File: src/rtl/debug_exception_ctrl.sv
// debug_exception_ctrl
// Consumer side of the write-stage debug trigger interface. Captures the
// breakpoint/step/task flags one cycle after wr_debug_prepare (or a general
// detect fault from the DRx-move path), raises a #DB request to the exception
// unit, holds it until acknowledged or aborted, then commits DR6 and pulses
// wr_debug_trap_clear back to the trigger logic.
module debug_exception_ctrl #(
    parameter logic [7:0]  EXC_VECTOR    = 8'd1,
    parameter logic [31:0] DR6_RSVD_ONES = 32'hFFFF0FF0
) (
    input  logic        clk,
    input  logic        rst,
    input  logic        wr_debug_prepare,
    input  logic [3:0]  wr_debug_code_reg,
    input  logic [3:0]  wr_debug_write_reg,
    input  logic [3:0]  wr_debug_read_reg,
    input  logic        wr_debug_step_reg,
    input  logic        wr_debug_task_reg,
    input  logic        gd_trigger,
    input  logic [31:0] dr6,
    input  logic        exc_ack,
    input  logic        exc_abort,
    output logic        exc_req,
    output logic [7:0]  exc_vector,
    output logic        dr6_write,
    output logic [31:0] dr6_next,
    output logic        wr_debug_trap_clear,
    output logic        busy
);

    typedef enum logic [1:0] {
        ST_IDLE    = 2'd0,
        ST_CAPTURE = 2'd1,
        ST_REQ     = 2'd2,
        ST_UPDATE  = 2'd3
    } state_t;

    state_t      state_r;
    state_t      state_s;

    // Captured debug cause: B0..B3 hits, general detect, single step, task switch
    logic [3:0]  b_r;
    logic [3:0]  b_s;
    logic        bd_r;
    logic        bd_s;
    logic        bs_r;
    logic        bs_s;
    logic        bt_r;
    logic        bt_s;

    // Registered output copies, loaded from the next state
    logic        exc_req_r;
    logic [7:0]  exc_vector_r;
    logic        dr6_write_r;
    logic        trap_clear_r;
    logic        busy_r;

    // Merge the captured cause into the current DR6: B bits are overwritten,
    // BD/BS/BT are sticky, bit 12 is cleared and reserved bits read as one.
    function automatic logic [31:0] compose_dr6(
        input logic [31:0] cur,
        input logic [3:0]  b,
        input logic        bd,
        input logic        bs,
        input logic        bt
    );
        logic [31:0] val;
        val        = cur;
        val[3:0]   = b;
        val[12]    = 1'b0;
        val[13]    = cur[13] | bd;
        val[14]    = cur[14] | bs;
        val[15]    = cur[15] | bt;
        return val | DR6_RSVD_ONES;
    endfunction

    // Next-state and flag-capture logic
    always_comb begin
        state_s = state_r;
        b_s     = b_r;
        bd_s    = bd_r;
        bs_s    = bs_r;
        bt_s    = bt_r;
        case (state_r)
            ST_IDLE: begin
                if (wr_debug_prepare) begin
                    // Flags arrive next cycle; a coincident GD fault is kept as BD
                    state_s = ST_CAPTURE;
                    b_s     = 4'b0000;
                    bd_s    = gd_trigger;
                    bs_s    = 1'b0;
                    bt_s    = 1'b0;
                end else if (gd_trigger) begin
                    // GD fault has no breakpoint flags to wait for
                    state_s = ST_REQ;
                    b_s     = 4'b0000;
                    bd_s    = 1'b1;
                    bs_s    = 1'b0;
                    bt_s    = 1'b0;
                end else begin
                    state_s = ST_IDLE;
                end
            end
            ST_CAPTURE: begin
                state_s = ST_REQ;
                b_s     = wr_debug_code_reg | wr_debug_write_reg | wr_debug_read_reg;
                bs_s    = wr_debug_step_reg;
                bt_s    = wr_debug_task_reg;
                bd_s    = bd_r;
            end
            ST_REQ: begin
                // A flush outranks a same-cycle acknowledge
                if (exc_abort) begin
                    state_s = ST_IDLE;
                end else if (exc_ack) begin
                    state_s = ST_UPDATE;
                end else begin
                    state_s = ST_REQ;
                end
            end
            ST_UPDATE: begin
                state_s = ST_IDLE;
            end
            default: begin
                state_s = ST_IDLE;
            end
        endcase
    end

    // State, captured flags and registered outputs
    always_ff @(posedge clk) begin
        if (rst) begin
            state_r      <= ST_IDLE;
            b_r          <= 4'b0000;
            bd_r         <= 1'b0;
            bs_r         <= 1'b0;
            bt_r         <= 1'b0;
            exc_req_r    <= 1'b0;
            exc_vector_r <= 8'd0;
            dr6_write_r  <= 1'b0;
            trap_clear_r <= 1'b0;
            busy_r       <= 1'b0;
        end else begin
            state_r      <= state_s;
            b_r          <= b_s;
            bd_r         <= bd_s;
            bs_r         <= bs_s;
            bt_r         <= bt_s;
            exc_req_r    <= (state_s == ST_REQ);
            exc_vector_r <= (state_s == ST_REQ) ? EXC_VECTOR : 8'd0;
            dr6_write_r  <= (state_s == ST_UPDATE);
            trap_clear_r <= (state_s == ST_UPDATE);
            busy_r       <= (state_s != ST_IDLE);
        end
    end

    // DR6 is read live during the update cycle so a write by the exception
    // unit while the request was pending is preserved.
    always_comb begin
        dr6_next = 32'h0000_0000;
        if (dr6_write_r) begin
            dr6_next = compose_dr6(dr6, b_r, bd_r, bs_r, bt_r);
        end else begin
            dr6_next = 32'h0000_0000;
        end
    end

    assign exc_req             = exc_req_r;
    assign exc_vector          = exc_vector_r;
    assign dr6_write           = dr6_write_r;
    assign wr_debug_trap_clear = trap_clear_r;
    assign busy                = busy_r;

endmodule

File: config.mk
export PLATFORM = sky130hd
export DESIGN_NAME = debug_exception_ctrl
export DESIGN_NICKNAME = d
export VERILOG_FILES = /design/src/rtl/debug_exception_ctrl.sv
export SDC_FILE = /design/constraint.sdc
export NUM_CORES = 1
export LEC_CHECK = 0
export CORE_AREA = 2 2 59 44
export CTS_CLUSTER_DIAMETER = 100
export DETAILED_ROUTE_END_ITERATION = 6
export DIE_AREA = 0 0 61 46
export DONT_BUFFER_PORTS = 1
export GPL_TIMING_DRIVEN = 0
export PLACE_DENSITY_LB_ADDON = 0.05
export SYNTH_ARGS = -nofsm -noshare
export SYNTH_HDL_FRONTEND = slang
export SYNTH_SLANG_ARGS = --single-unit
File: constraint.sdc
create_clock -name clk -period 1.8 [get_ports clk]
set_clock_uncertainty 0.1 [all_clocks]
set_input_delay 0.36 -clock clk [delete_from_list [all_inputs] [get_ports clk]]
set_output_delay 0.36 -clock clk [all_outputs]
set_load 0.01 [all_outputs]
### Word-level counts from Yosys, hierarchy flattened

Index checks and enable logic that the tools add are counted.

| cells by class | value |
|---|---|
| equal/unequal tests | 6 |
| multiplexer cells | 16 |
| bitwise gates (word level) | 5 |
| reductions and logical operators | 6 |

Operators by type and width:

| kind | count |
|---|---|
| 32-bit two-way mux | 1 |
| 2-bit == test (second input constant) | 4 |
| 4-bit two-way mux | 2 |
| 4-bit bitwise OR | 2 |
| 2-bit one-hot mux with 4 select lines | 1 |
| 4-bit one-hot mux with 2 select lines | 1 |
| 1-bit two-way mux | 6 |
| 2-bit two-way mux | 3 |
| 2-bit nonzero test | 3 |
| 1-bit one-hot mux with 2 select lines | 2 |
| 2-bit AND reduction | 2 |
| 3-bit inequality test (second input constant) | 1 |
| 1-bit bitwise OR | 3 |
| 2-bit by 1-bit == test with 1-bit output (second input constant) | 1 |
| 2-bit logical NOT | 1 |

| storage, ports and cells | value |
|---|---|
| register bits | 20 |
| input bits | 52 |
| output and inout bits | 44 |
| word-level logic and storage cells | 42 |

### Logic depth before layout (Yosys ltp)

Gate-level depths: netlist of the first run.

| depth | value |
|---|---|
| depth in word-level cells | 5 |
| mapped depth | 4 |
| gate-level depth less buffers | 3 |

### Worst setup path before layout of the first run

No wires, ideal clock.

| timing path | value |
|---|---|
| kind | register -> output |
| start point | register, netlist name wr_debug_trap_clear |
| end point | output dr6_next[0] |
| arrival | 1.097 ns |
| data required time | 1.340 ns |
| setup slack | 0.243 ns |
| stages on the path, launching flop included | 2 |
| path buffers | 0 |
| cells stage by stage | dfxtp_1 -> and2_1 |

RTL lines:

| what | line | RTL |
|---|---|---|
| end, declared | 26 | `output logic [31:0] dr6_next,` |

==> impl_results.md, run 1 <==
- Number of buffers between clock root and the deepest sink: 2
- Yosys reg bits: 12
- Number of cell rows: 15
- Number of filler instances in the final layout: roughly 250
- Gate family responsible for the most delay along the worst path: flip-flops
- Initial Util: 33.2%
- Launching element type of the critical path: register
- # DRC: 0
- Iteration-0 DRC Markers: 10
- Critical Path RT: ~1300 ps
- Clock Sinks: 12
- Final Slew Violations: 0
- Routed vias: 555
- Share of the cycle needed by the critical path after routing: a little over four fifths
- Total buffers and inverters traversed by the critical path: 0
- Data arrival at the endpoint of the critical path: 1060 ps
- Number of top-level pins: 96
- Deepest level of the CTS H-tree: 1
- Slowest cell on crit path: sky130_fd_sc_hd__dfxtp_4
- Internal reg-to-reg setup slack: 600 ps
- Clock latency at the later pin of the worst-skew pair: 270 ps
- Post-synthesis instance area: roughly 770 sq um
- Maximum Capacitance Violations: 0
- Gate count of the mapped netlist: 90
- Average detailed-routed wire length per instance: 10.9 microns
- Antenna Violating Nets Remaining: 0
- Result of the run: complete, no violations
- Type of the tightest min-delay check: primary input to register
- Wire length of the first global-routing pass: 2.05 mm
- Leftover overflow at the end of global routing: 0
- Count of flip-flops with a built-in enable after synthesis: 0
- Share of final-layout standard cells stronger than drive strength 1: 44.6%
- Count of yosys warnings during synthesis: 0
- Number of global-route vias before repair: roughly 460
- Final setup vio count: 0
- Hold-fix buffers at CTS: 0
- Unrepaired setup endpoints after global routing: no
- TritonCTS clock tree: built
- Worst path setup slack after routing: between 200 and 300 ps
- Horiz. Die Dim: around 61 microns
- Placeable core area: 2310 sq um
- Cell leakage power: 0.421 nW
- CP max FO: 33
- Share of the yosys chip area belonging to registers: 31.4%
- Setup TNS: 0 ps
- Number of vias per cell after detailed routing: 4.11
- Power density over the cells: 784 nW/um^2
- Die Y-Extent: 46 microns
- Post-CTS setup buffers: 0
- Global Route Usage Sum: between 10 and 15%
- Sum of routed wire length over all layers: around 1.5 mm
- Register clock-pin slew on the reported worst setup and hold paths: 80 ps
- Number of buffer cells added on primary ports: 0
- # resized after CTS: 1
- Peak supply drop: between 0.0004 and 0.0005 V
- Placer Congestion: between 0.6 and 0.7
- Average cell area after synthesis: 8.51 sq um
- Largest incremental delay on the critical path: 540 ps
- Final hold viol count: 0
- Pin count of the biggest net entering global routing: 34
- Type of the setup path with the least slack: register to primary output
- # nets final: 154
- Number of distinct library cells after synthesis: 21
- Shortest clock period the worst path allows after layout: 1520 ps
- Main synth FF type: sky130_fd_sc_hd__dfxtp_1
- Post-synthesis async set-or-reset flop share: 0%
- Worst slack, placed: 3.71 ps
- Share of the core filled with cells in the final layout: 37.9%
- Diode insertion count for antenna repair: 0
- Total die area: 2810 sq um
- Total iterations of the first detailed-routing run: 2
- P&R area growth vs syn: 14.2%
- Root buffer cell: sky130_fd_sc_hd__clkbuf_4
- Initial antenna violation count: 0
- HPWL after detailed placement: 1.13 mm
- Timing-limited maximum frequency: 658 MHz
- Sort of element at the end of the critical path: primary output
- TritonCTS buffer count: 3
- Critical-path cell list: and2_1
==> cells in the final DEF, fill, tap and decap left out, types with 2 or more instances in the layout <==
master	n
sky130_fd_sc_hd__buf_4	35
sky130_fd_sc_hd__dfxtp_1	11
sky130_fd_sc_hd__conb_1	8
sky130_fd_sc_hd__o21ai_0	7
sky130_fd_sc_hd__a21oi_1	7
sky130_fd_sc_hd__o21a_1	4
sky130_fd_sc_hd__and2_1	4
sky130_fd_sc_hd__o31ai_1	4
sky130_fd_sc_hd__nand2_1	3
sky130_fd_sc_hd__clkbuf_4	3
sky130_fd_sc_hd__nor2_1	2
==> power breakdown <==
part | total, mW | internal (mW) | switching (mW)
Sequential | 0.312 | 0.287 | 0.0256
Combinational | 0.166 | 0.0854 | 0.0803
Clock | 0.208 | 0.123 | 0.0853
Total | 0.686 | 0.495 | 0.191
==> kinds of logic after synthesis <==
group / synth area share, %
buffers and inverters: 35.3
AO/OA/AOI/OAI: 20.6
AND/OR/NAND/NOR: 12.3
flip-flops: 31.4
other: 0.490
==> flip-flops by register name, indices dropped and copies added (netlist names) <==
name                 flops
b_r                      4
exc_req                  1
bd_r                     1
busy                     1
state_r                  2
bs_r                     1
bt_r                     1
wr_debug_trap_clear      1
==> cell usage after synthesis (2+ instances only) <==
master                    count  share of area, %
sky130_fd_sc_hd__nor2_1       2              0.98
sky130_fd_sc_hd__o21a_1       4               3.9
sky130_fd_sc_hd__and2_1       4               3.3
sky130_fd_sc_hd__o21ai_0      7               4.6
sky130_fd_sc_hd__dfxtp_1     12                31
sky130_fd_sc_hd__a21oi_1      7               4.6
sky130_fd_sc_hd__o31ai_1      4               3.9
sky130_fd_sc_hd__buf_4       35                34
sky130_fd_sc_hd__nand2_1      3               1.5
==> metrics by stage <==
stage	instances	hold WS [ps]	instance area [sq um]	power, mW
3_5_place_dp	131	366	835	0.488
4_1_cts	135	126	872	0.701
3_3_place_gp	131	359	835	0.486
6_report	135	138	875	0.686
5_1_grt	135	130	875	0.738
2_1_floorplan	97	345	792	0.465
==> layer usage <==
metal	vias up	wire length, microns	track usage [%]
li1	279	-	-
met1	236	649	13.0
met2	38	634	15.3
met3	2	179	5.97
met4	0	11	2.61
met5	-	0	0
==> cell type report <==
type                       instances  area, sq um  share of cell area (%)
clock buffer                       4         36.3                    4.15
buffer                            36          267                    30.5
inverter                           1         3.75                   0.429
multi-input combinational         48          282                    32.2
sequential                        12          244                    27.9
tap                               34         42.5                    4.86
==> worst paths after layout <==
check                      to           startpoint  cells after the start
setup / recovery  dr6_next[1]  wr_debug_trap_clear                      1
hold / removal           bd_r           gd_trigger                      2
setup reg to reg         busy           state_r[1]                      4
hold reg to reg        b_r[2]               b_r[2]                      2
No activity file was read; power rests on OpenSTA's default activity.
==> inputs of run 2 (changes only) <==
==> constraint.sdc (replaced) <==
create_clock -name clk -period 1.4 [get_ports clk]
set_clock_uncertainty 0.1 [all_clocks]
set_input_delay 0.28 -clock clk [delete_from_list [all_inputs] [get_ports clk]]
set_output_delay 0.28 -clock clk [all_outputs]
set_load 0.01 [all_outputs]
==> run 2 against run 1 <==
  * Cell count grew 2.2%
  * Via count grew 7.2%
  * Critical endpoint is now dr6_next[14]
  * Routed wire length grew 9.6%
  * Sequential cell count is the same
  * Non-clock buffer count grew 3
  * Sequential share of layout area shrank 0.93 points
  * Utilization grew 1.3 points
  * Largest power group unchanged
  * First-iteration DRC count shrank 90%
  * Sequential power grew 25%
  * Design area grew 3.4%
  * Register-to-register slack lost 380 ps
  * Count of clock-buffer cells in the layout is the same
==> impl_results.md, run 2 (synthesized netlist as in run 1, its figures left out) <==
- Critical Path RT: 1020 ps (-320 ps)
- Share of final-layout standard cells stronger than drive strength 1: 46.2% (+1.6 points)
- P&R area growth vs syn: 18.1%
- Average detailed-routed wire length per instance: 11.7 microns (+7.2%)
- Type of the setup path with the least slack: register to primary output
- Worst path setup slack after routing: 23.1 ps (-257 ps)
- Data arrival at the endpoint of the critical path: 1000 ps (-60 ps)
- Antenna Violating Nets Remaining: 0 (unchanged)
- Leftover overflow at the end of global routing: 0 (unchanged)
- Shortest clock period the worst path allows after layout: 1380 ps
- TritonCTS buffer count: 3 (unchanged)
- Total die area: 2810 sq um (unchanged)
- Clock latency at the later pin of the worst-skew pair: 270 ps (about the same)
- Number of top-level pins: 96 (unchanged)
- Final setup vio count: 0 (unchanged)
- Register clock-pin slew on the reported worst setup and hold paths: 80 ps (about the same)
- Largest incremental delay on the critical path: 420 ps (-120 ps)
- Final cell count without fillers: 138 (+2.2%)
- Share of the core filled with cells in the final layout: 39.2% (+1.3 points)
- Internal reg-to-reg setup slack: 220 ps (-380 ps)
- Cell leakage power: 0.439 nW (+4.2%)
- Most flop-heavy register: b_r
- Launching element type of the critical path: register
- Type of the tightest min-delay check: primary input to register
- Unrepaired setup endpoints after global routing: yes
- Maximum Capacitance Violations: 0 (unchanged)
- Inst Count DP: 131 (unchanged)
- Sum of routed wire length over all layers: 1.62 mm (+9.6%)
- Wire length of the first global-routing pass: 2.00 mm (-2.3%)
- Result of the run: complete, no violations
- Largest register FFs: 4 (unchanged)
- Number of vias per cell after detailed routing: 4.31 (+4.9%)
- Slowest cell on crit path: sky130_fd_sc_hd__dfxtp_4
- Pin count of the biggest net entering global routing: 34 (unchanged)
- Number of global-route vias before repair: 454 (-0.22%)
- Timing-limited maximum frequency: 726 MHz
- Final hold viol count: 0 (unchanged)
- Iteration-0 DRC Markers: 1 (-9)
- Most common cell after layout, fill and taps aside: sky130_fd_sc_hd__buf_4
- Routed vias: 595 (+7.2%)
- Peak supply drop: 0.000305 V (-25%)
- Power density over the cells: 995 nW/um^2 (+27%)
- Number of buffer cells added on primary ports: 0 (unchanged)
- TritonCTS clock tree: built
- Sort of element at the end of the critical path: primary output
- Placeable core area: 2310 sq um (unchanged)
- # DRC: 0 (unchanged)
- Critical-path cell list: buf_6, o21a_1
- Share of the cycle needed by the critical path after routing: just under 100%
- Root buffer cell: sky130_fd_sc_hd__clkbuf_4
- # nets final: 157 (+1.9%)
- Placer Congestion: 0.649 (-2.7%)
- CP max FO: 8 (-76%)
- Total iterations of the first detailed-routing run: 3 (+1)
- Worst slack, placed: 43.2 ps (+39.5 ps)
- Clock Sinks: 12 (unchanged)
- Diode insertion count for antenna repair: 0 (unchanged)
- Number of buffers between clock root and the deepest sink: 2 (unchanged)
- Die Y-Extent: 46 microns (unchanged)
- Number of cell rows: 15 (unchanged)
- Initial Util: 33.2% (unchanged)
- Most frequent cells in the layout: sky130_fd_sc_hd__buf_4 (36), sky130_fd_sc_hd__dfxtp_1 (11), sky130_fd_sc_hd__conb_1 (8), sky130_fd_sc_hd__o21ai_0 (7), sky130_fd_sc_hd__a21oi_1 (7)
- Global Route Usage Sum: 10.2% (-0.16 points)
- HPWL after detailed placement: 1.11 mm (-1.6%)
- Final Slew Violations: 0 (unchanged)
- Horiz. Die Dim: 61 microns (unchanged)
- Deepest level of the CTS H-tree: 1 (unchanged)
- Biggest registers after layout: b_r (4), state_r (2)
- Initial antenna violation count: 0 (unchanged)
==> run 2: cell types whose count changed in the layout (fill, tap and decap cells not counted) <==
cell	change
sky130_fd_sc_hd__buf_4	+1
sky130_fd_sc_hd__buf_6	+2
==> run 2: final cells by class <==
cell class | count | area, sq um
buffer | 36 | 267
inverter | 1 | 3.75
timing repair buffer | 3 | 30.0
fill | 255 | 1400
tap | 34 | 42.5
sequential | 12 | 244
multi-input combinational | 48 | 282
clock buffer | 4 | 36.3
==> run 2: repair_timing <==
item	in CTS	in global routing
cloned	0	0
endpoints found under the setup margin	32	32
pin swaps	0	0
resized for setup	1	5
hold buffers	0	0
setup buffers	0	3
==> run 2: final timing paths <==
path	from	to	cells past startpoint
max	wr_debug_trap_clear	dr6_next[14]	2
min	wr_debug_step_reg	bs_r	2
max reg2reg	state_r[1]	busy	4
min reg2reg	b_r[1]	b_r[1]	2
==> run 2: power breakdown <==
group	internal, mW	total, mW	leakage, nW	switching, mW
combinational	0.120	0.239	0.319	0.119
sequential	0.368	0.391	0.0992	0.0226
clock	0.158	0.271	0.0210	0.113
==> run 2: worst max-delay path, delay by kind of cell (launching register included) <==
| kind | cells | cell delay [ps] |
|---|---|---|
| buffers and inverters | 1 | 140 |
| AO/OA/AOI/OAI | 1 | 170 |
| flip-flops | 1 | 420 |
==> run 2: layer usage <==
metal / track usage (%) / vias up / routed length (microns)
met3: 3.98 / 2 / 196
li1: - / 288 / -
met2: 14.8 / 45 / 681
met5: 0 / - / 0
met4: 6.52 / 0 / 10
met1: 12.6 / 260 / 728
==> run 2: metrics by stage <==
step	total power [mW]	hold WS [ps]	area (sq um)	TNS (ps)
6_report	0.901	43.1	905	0
5_1_grt	0.957	41.4	905	-591
4_1_cts	0.899	37.5	875	-914
3_5_place_dp	0.627	329	836	0
3_3_place_gp	0.625	330	836	0
2_1_floorplan	0.597	320	793	0
